`src/rtl/rx_sm_if.sv`:
```
// PHY receive byte stream in, RX frame FIFO write/commit/discard and per-frame status out.
interface rx_sm_if;
    logic       rx_data_valid;
    logic [7:0] rx_data;
    logic       rx_error;
    logic       fifo_full;
    logic [7:0] fifo_data;
    logic       fifo_data_write;
    logic       fifo_data_start;
    logic       fifo_commit;
    logic       fifo_discard;
    logic       frame_good;
    logic       frame_bad;
    logic       crc_error;
    logic       length_error;
    logic       overflow;

    modport master (
        output rx_data_valid, rx_data, rx_error, fifo_full,
        input  fifo_data, fifo_data_write, fifo_data_start, fifo_commit, fifo_discard,
        input  frame_good, frame_bad, crc_error, length_error, overflow
    );

    modport slave (
        input  rx_data_valid, rx_data, rx_error, fifo_full,
        output fifo_data, fifo_data_write, fifo_data_start, fifo_commit, fifo_discard,
        output frame_good, frame_bad, crc_error, length_error, overflow
    );
endinterface

```
`src/rtl/rx_sm.sv`:
```
// Ethernet MAC receive FSM: strips preamble/SFD, writes DA..payload to the FIFO 4 bytes behind the PHY,
// checks FCS and length; fifo_full on a write drops the frame (no stall), verdict 1 cycle after valid falls.
module rx_sm #(
    parameter int          MIN_FRAME      = 64,
    parameter int          MAX_FRAME      = 1518,
    parameter logic [31:0] CRC_POLYNOMIAL = 32'h04C11DB7,
    parameter logic [31:0] CRC_SEED       = 32'hFFFFFFFF
) (
    input  logic clock,
    input  logic reset,
    rx_sm_if.slave bus
);
    localparam logic [10:0] MIN_L = 11'(MIN_FRAME);
    localparam logic [10:0] MAX_L = 11'(MAX_FRAME);

    typedef enum logic [2:0] {IDLE, PREAMBLE, DATA, DROP, DONE} state_t;

    state_t      state, state_nx;
    logic [31:0] dline, dline_nx;
    logic [2:0]  held, held_nx;
    logic [10:0] byte_count, count_nx;
    logic [31:0] crc, crc_nx;
    logic        started, started_nx;
    logic        no_report, no_report_nx;
    logic        ovf_flag, ovf_nx;
    logic        len_flag, len_nx;

    logic [7:0]  data_q, data_nx;
    logic        wr_q, wr_nx, start_q, start_nx;
    logic        commit_q, commit_nx, discard_q, discard_nx;
    logic        good_q, good_nx, bad_q, bad_nx;
    logic        crc_err_q, crc_err_nx, len_err_q, len_err_nx, ovf_q, ovf_out_nx;

    logic        crc_ok, in_range, frame_ok;

    // MSB-first CRC over one byte, data bit 7 first; no reflection, no final inversion.
    function automatic logic [31:0] crc_byte(input logic [31:0] c, input logic [7:0] d);
        logic [31:0] r;
        r = c;
        for (int i = 7; i >= 0; i--) begin
            if (r[31] ^ d[i]) r = {r[30:0], 1'b0} ^ CRC_POLYNOMIAL;
            else              r = {r[30:0], 1'b0};
        end
        return r;
    endfunction

    // The delay line holds the last four bytes; at frame end those are the FCS, oldest in [31:24].
    assign crc_ok   = (held == 3'd4) && (crc == dline);
    assign in_range = (byte_count >= MIN_L) && (byte_count <= MAX_L);
    assign frame_ok = crc_ok && in_range && !ovf_flag && !len_flag;

    always_comb begin
        state_nx     = state;
        dline_nx     = dline;
        held_nx      = held;
        count_nx     = byte_count;
        crc_nx       = crc;
        started_nx   = started;
        no_report_nx = no_report;
        ovf_nx       = ovf_flag;
        len_nx       = len_flag;
        data_nx      = 8'h00;
        wr_nx        = 1'b0;
        start_nx     = 1'b0;
        commit_nx    = 1'b0;
        discard_nx   = 1'b0;
        good_nx      = 1'b0;
        bad_nx       = 1'b0;
        crc_err_nx   = 1'b0;
        len_err_nx   = 1'b0;
        ovf_out_nx   = 1'b0;
        case (state)
            IDLE: begin
                if (bus.rx_data_valid) begin
                    started_nx   = 1'b0;
                    ovf_nx       = 1'b0;
                    len_nx       = 1'b0;
                    held_nx      = 3'd0;
                    count_nx     = 11'd0;
                    no_report_nx = (bus.rx_data != 8'h55);
                    state_nx     = (bus.rx_data == 8'h55) ? PREAMBLE : DROP;
                end
            end
            PREAMBLE: begin
                if (!bus.rx_data_valid) begin
                    state_nx = IDLE;
                end else if (bus.rx_data == 8'hD5) begin
                    crc_nx   = CRC_SEED;
                    state_nx = DATA;
                end else if (bus.rx_data != 8'h55) begin
                    no_report_nx = 1'b1;
                    state_nx     = DROP;
                end
            end
            DATA: begin
                if (!bus.rx_data_valid) begin
                    state_nx = DONE;
                end else if (bus.rx_error || (held == 3'd4 && bus.fifo_full)) begin
                    ovf_nx   = 1'b1;
                    state_nx = DROP;
                end else begin
                    dline_nx = {dline[23:0], bus.rx_data};
                    if (held != 3'd4)         held_nx  = held + 3'd1;
                    if (byte_count != 11'h7FF) count_nx = byte_count + 11'd1;
                    if (held == 3'd4) begin
                        data_nx    = dline[31:24];
                        wr_nx      = 1'b1;
                        start_nx   = !started;
                        started_nx = 1'b1;
                        crc_nx     = crc_byte(crc, dline[31:24]);
                    end
                    if (count_nx > MAX_L) begin
                        len_nx   = 1'b1;
                        state_nx = DROP;
                    end
                end
            end
            DROP: begin
                if (!bus.rx_data_valid) state_nx = no_report ? IDLE : DONE;
            end
            DONE: begin
                state_nx = IDLE;
                if (frame_ok) begin
                    commit_nx = 1'b1;
                    good_nx   = 1'b1;
                end else begin
                    bad_nx     = 1'b1;
                    discard_nx = started;
                    ovf_out_nx = ovf_flag;
                    crc_err_nx = !crc_ok && !ovf_flag;
                    len_err_nx = len_flag || (!in_range && !ovf_flag);
                end
            end
            default: state_nx = IDLE;
        endcase
    end

    always_ff @(posedge clock) begin
        if (reset) begin
            state      <= IDLE;
            dline      <= '0;
            held       <= '0;
            byte_count <= '0;
            crc        <= '0;
            started    <= 1'b0;
            no_report  <= 1'b0;
            ovf_flag   <= 1'b0;
            len_flag   <= 1'b0;
            data_q     <= '0;
            wr_q       <= 1'b0;
            start_q    <= 1'b0;
            commit_q   <= 1'b0;
            discard_q  <= 1'b0;
            good_q     <= 1'b0;
            bad_q      <= 1'b0;
            crc_err_q  <= 1'b0;
            len_err_q  <= 1'b0;
            ovf_q      <= 1'b0;
        end else begin
            state      <= state_nx;
            dline      <= dline_nx;
            held       <= held_nx;
            byte_count <= count_nx;
            crc        <= crc_nx;
            started    <= started_nx;
            no_report  <= no_report_nx;
            ovf_flag   <= ovf_nx;
            len_flag   <= len_nx;
            data_q     <= data_nx;
            wr_q       <= wr_nx;
            start_q    <= start_nx;
            commit_q   <= commit_nx;
            discard_q  <= discard_nx;
            good_q     <= good_nx;
            bad_q      <= bad_nx;
            crc_err_q  <= crc_err_nx;
            len_err_q  <= len_err_nx;
            ovf_q      <= ovf_out_nx;
        end
    end

    assign bus.fifo_data       = data_q;
    assign bus.fifo_data_write = wr_q;
    assign bus.fifo_data_start = start_q;
    assign bus.fifo_commit     = commit_q;
    assign bus.fifo_discard    = discard_q;
    assign bus.frame_good      = good_q;
    assign bus.frame_bad       = bad_q;
    assign bus.crc_error       = crc_err_q;
    assign bus.length_error    = len_err_q;
    assign bus.overflow        = ovf_q;
endmodule
```
`src/flat_wrapper.sv`:
```
// flat-port wrapper written by rule: the top's interface ports become plain ports
module rx_sm_flat 
#(
    parameter int          MIN_FRAME      = 64,
    parameter int          MAX_FRAME      = 1518,
    parameter logic [31:0] CRC_POLYNOMIAL = 32'h04C11DB7,
    parameter logic [31:0] CRC_SEED       = 32'hFFFFFFFF
)
  (clock, reset, bus_rx_data_valid, bus_rx_data, bus_rx_error, bus_fifo_full, bus_fifo_data, bus_fifo_data_write, bus_fifo_data_start, bus_fifo_commit, bus_fifo_discard, bus_frame_good, bus_frame_bad, bus_crc_error, bus_length_error, bus_overflow);
  rx_sm_if bus_i ();
  input  logic clock;
  input  logic reset;
  input wire logic [$bits(bus_i.rx_data_valid)-1:0] bus_rx_data_valid;
  input wire logic [$bits(bus_i.rx_data)-1:0] bus_rx_data;
  input wire logic [$bits(bus_i.rx_error)-1:0] bus_rx_error;
  input wire logic [$bits(bus_i.fifo_full)-1:0] bus_fifo_full;
  output wire logic [$bits(bus_i.fifo_data)-1:0] bus_fifo_data;
  output wire logic [$bits(bus_i.fifo_data_write)-1:0] bus_fifo_data_write;
  output wire logic [$bits(bus_i.fifo_data_start)-1:0] bus_fifo_data_start;
  output wire logic [$bits(bus_i.fifo_commit)-1:0] bus_fifo_commit;
  output wire logic [$bits(bus_i.fifo_discard)-1:0] bus_fifo_discard;
  output wire logic [$bits(bus_i.frame_good)-1:0] bus_frame_good;
  output wire logic [$bits(bus_i.frame_bad)-1:0] bus_frame_bad;
  output wire logic [$bits(bus_i.crc_error)-1:0] bus_crc_error;
  output wire logic [$bits(bus_i.length_error)-1:0] bus_length_error;
  output wire logic [$bits(bus_i.overflow)-1:0] bus_overflow;
  assign bus_i.rx_data_valid = bus_rx_data_valid;
  assign bus_i.rx_data = bus_rx_data;
  assign bus_i.rx_error = bus_rx_error;
  assign bus_i.fifo_full = bus_fifo_full;
  assign bus_fifo_data = bus_i.fifo_data;
  assign bus_fifo_data_write = bus_i.fifo_data_write;
  assign bus_fifo_data_start = bus_i.fifo_data_start;
  assign bus_fifo_commit = bus_i.fifo_commit;
  assign bus_fifo_discard = bus_i.fifo_discard;
  assign bus_frame_good = bus_i.frame_good;
  assign bus_frame_bad = bus_i.frame_bad;
  assign bus_crc_error = bus_i.crc_error;
  assign bus_length_error = bus_i.length_error;
  assign bus_overflow = bus_i.overflow;
  rx_sm #(.MIN_FRAME(MIN_FRAME), .MAX_FRAME(MAX_FRAME), .CRC_POLYNOMIAL(CRC_POLYNOMIAL), .CRC_SEED(CRC_SEED)) u_core (.clock(clock), .reset(reset), .bus(bus_i));
endmodule
```
`config.mk`:
```
export PLATFORM = sky130hd
export DESIGN_NAME = rx_sm_flat
export DESIGN_NICKNAME = d
export VERILOG_FILES = /design/src/rtl/rx_sm_if.sv /design/src/rtl/rx_sm.sv /design/src/flat_wrapper.sv
export SDC_FILE = /design/constraint.sdc
export NUM_CORES = 1
export LEC_CHECK = 0
export CORE_ASPECT_RATIO = 0.7
export CORE_UTILIZATION = 50
export CTS_CLUSTER_DIAMETER = 120
export DETAILED_ROUTE_END_ITERATION = 12
export GPL_ROUTABILITY_DRIVEN = 1
export PLACE_DENSITY_LB_ADDON = 0.05
export SYNTH_ARGS = -nofsm -noshare
export SYNTH_HDL_FRONTEND = slang
export SYNTH_SLANG_ARGS = --single-unit
```
`constraint.sdc`:
```
create_clock -name clock -period 6.56 [get_ports clock]
set_input_delay 0.656 -clock clock [delete_from_list [all_inputs] [get_ports clock]]
set_output_delay 0.656 -clock clock [all_outputs]
set_load 0.01 [all_outputs]
```
==> reports/metrics.csv <==
stage,metric,value,unit
logic_synthesis,synth_area,5010,um^2
sta,drv_slew,0,
worst_setup_path,worstReg2RegEnd,u_core.bus.fifo_commit$_SDFF_PP0_,
outcome,status,finished clean,
logic_synthesis,synth-edff-count,0,
drt,vias,4131,
clock_network,cts_tree,yes,
drt,wire_per_inst,16.8,um
logic_synthesis,synth_top_area_frac,0.403,
global_routing,grt_util_all_layers,0.247,
sta,fin_crit,3.07,ns
floorplan,ios,30,
sta,relSlewSlack,0.151,
final_layout,synthToLayoutAreaGrowth,12.9,%
clock_network,cts_buffers,9,
drt,dr.first_iter.drc_count,391,
drt,postRouteAntennaNets,0,
floorplan,num_rows,30,
worst_setup_path,r2r_slack,3.78,ns
global_routing,grt_max_degree,47,
sta,period_share,0.468,
worst_hold_path,hold_end,u_core.state[2]$_SDFFE_PP0P_,
floorplan,die_y,85.8,um
clock_network,clkTransAtPathRegs,0.07,ns
logic_synthesis,ys_warn_count,0,
sta,fmax,326,MHz
final_layout,final_cell_mix,"dfxtp_1 (101), nand2_1 (72), xnor2_1 (54)",
sta,fin_ws,3.49,ns
clock_network,cts_buffer_depth,2,
worst_setup_path,r2r.worst_path.cells,7,
run,drv_cap,0,
global_routing,globalRouteOverflowTotal,0,
global_routing,grt_pass1_vias,3704,
sta,skew,0.00806,ns
worst_setup_path,path_class,input pin to flip-flop,
pwr,ir_drop,138,uV
clock_network,cts_root_buffer,clkbuf_16,
drt,drtPass1Iterations,5,
logic_synthesis,syn_inst,574,
final_layout,nNetsFinal,604,
logic_synthesis,syn_nets,594,
worst_hold_path,hold_start,u_core.no_report$_SDFFE_PP0P_,
clock_network,cts_setup_buffers,0,
worst_setup_path,worstPathMaxFanout,34,
logic_synthesis,synth_cell_types,55,
worst_setup_path,r2r_start,u_core.crc[28]$_SDFFE_PP0P_,
final_layout,layout_commonest_cell,dfxtp_1,
drt,routed_wl,12000,um
sta,worst_slew_pin_slew,1.26,ns
final_layout,antenna_cells,0,
placement,dpl.hpwl,8490,um
floorplan,initial_utilization,0.515,
clock_network,holdBufCountCts,0,
global_routing,grt_pass1_wl,19600,um
floorplan,core,9720,um^2
clock_network,clkLatencyLatePin,0.34,ns
pwr,leakage,1.96,nW
sta,hold_viol,0,
worst_setup_path,worstPathArrival,3.32,ns
worst_setup_path,critPathCaptureType,flip-flop,
worst_hold_path,hold_path.class,flip-flop to flip-flop,
placement,place.gp.congestion,0.927,
sta,rsz0062_at_grt,false,
final_layout,drive_gt1_frac,0.0697,
logic_synthesis,ys_seq_elements,101,
placement,dpl_worst_slack,3.14,ns
logic_synthesis,syn_avg_cell_area,8.73,um^2
sta,setup_viol,0,
clock_network,htree_num_levels,3,
worst_hold_path,min_path_cells,1,
global_routing,antenna_found_initial,0,
worst_setup_path,worstSetupStartpointType,input pin,
floorplan,die_area,10400,um^2
logic_synthesis,ys_seq_area_frac,0.403,
clock_network,cts.sink_count,101,
worst_setup_path,worstPathRequired,6.81,ns
drt,avgViaCountPerCell,5.77,
floorplan,die_w,122,um
sta,holdWs,0.423,ns
placement,portBuffers,29,
drt,drcViolationCount,0,
logic_synthesis,synth_flop_cell,dfxtp_1,
logic_synthesis,synth_area_leaders,"dfxtp_1 (40%), xnor2_1 (9.4%), nand2_1 (5.4%), xor2_1 (5.2%), a21oi_1 (4.7%)",
logic_synthesis,synth_async_sr_flop_share,0,
sta,tns,0,ns
clock_network,cts_resized,0,
logic_synthesis,yosysTopAreaCell,dfxtp_1,
pwr,power_density,213,nW/um^2
[state kept, by name (all words and copies together), names as in the netlist, 3 cells and up]
register and count:
u_core.bus.fifo_data 8, u_core.dline 32, u_core.held 3, u_core.byte_count 11, u_core.state 3, u_core.crc 32
[critical path, stage by stage]
cell	delay (ns)
clkdlybuf4s50_1	0.52
nor3b_1	0.54
nand4b_1	0.71
o31ai_4	0.20
buf_4	0.37
nor2_1	0.08
a311oi_1	0.23
[metal layers]
layer | GRT usage | wire length, um
met1 | 0.391 | 6500
met4 | 0.0640 | 93
met2 | 0.332 | 4710
met3 | 0.0505 | 731
met5 | 0 | 0
[layout make-up]
type / count / area, um^2
clock buffers: 10 / 239
clock inverters: 5 / 60.1
fillers: 871 / 4070
inverters: 8 / 30.0
multi-input cells: 429 / 2810
flip-flops and latches: 101 / 2020
well taps: 128 / 160
repair buffers: 35 / 330
[power breakdown]
part | leakage [nW] | internal [W] | switching [W]
Combinational | 0.998 | 0.0000172 | 0.0000291
Clock | 0.145 | 0.000305 | 0.000230
Sequential | 0.814 | 0.000616 | 0.00000460
[per-stage QoR]
stage	util	cells	cell area [um^2]	power, W
CTS	0.581	715	5650	0.00121
detailed placement	0.550	700	5350	0.000681
global route	0.582	716	5660	0.00124
floorplan	-	574	5010	0.000664
global placement	0.550	700	5350	0.000681
finish	0.582	716	5660	0.00120
[cells in the mapped netlist (5+ instances only)]
master    instances
a211oi_1         22
a21oi_1          47
a22oi_1           5
a31oi_1           5
and2_1           12
clkbuf_1         29
dfxtp_1         101
ha_1              7
inv_1             8
nand2_1          72
nand3_1          10
nand4_1           6
nor2_1           52
nor3_1            8
nor4_1            6
o21ai_0          12
o22ai_1          11
xnor2_1          54
xnor2_2           7
xor2_1           30
[cell families after synthesis]
group | count (synthesis) | share of synthesized area
AO/OA/AOI/OAI | 127 | 0.163
buffers and inverters | 44 | 0.0382
AND/OR/NAND/NOR | 199 | 0.192
XOR/XNOR | 94 | 0.182
flip-flops | 101 | 0.403
adder cells (fa/ha/maj) | 7 | 0.0175
multiplexers | 2 | 0.00400
[how the worst max path moves through the flow]
stage | cells after the start | startpoint | slack, ns | to
final | 7 | bus_rx_data_valid | 3.49 | u_core.crc[1]$_SDFFE_PP0P_
after CTS | 7 | bus_rx_data_valid | 3.50 | u_core.crc[0]$_SDFFE_PP0P_
after floorplan | 7 | u_core.dline[26]$_SDFFE_PP0P_ | 4.16 | u_core.bus.fifo_commit$_SDFF_PP0_
after global routing | 7 | bus_rx_data_valid | 3.21 | u_core.crc[15]$_SDFFE_PP0P_
after global placement | 7 | bus_rx_data_valid | 3.27 | u_core.crc[0]$_SDFFE_PP0P_
after detailed placement | 7 | bus_rx_data_valid | 3.14 | u_core.crc[0]$_SDFFE_PP0P_
No activity file was read; power rests on OpenSTA's default activity.
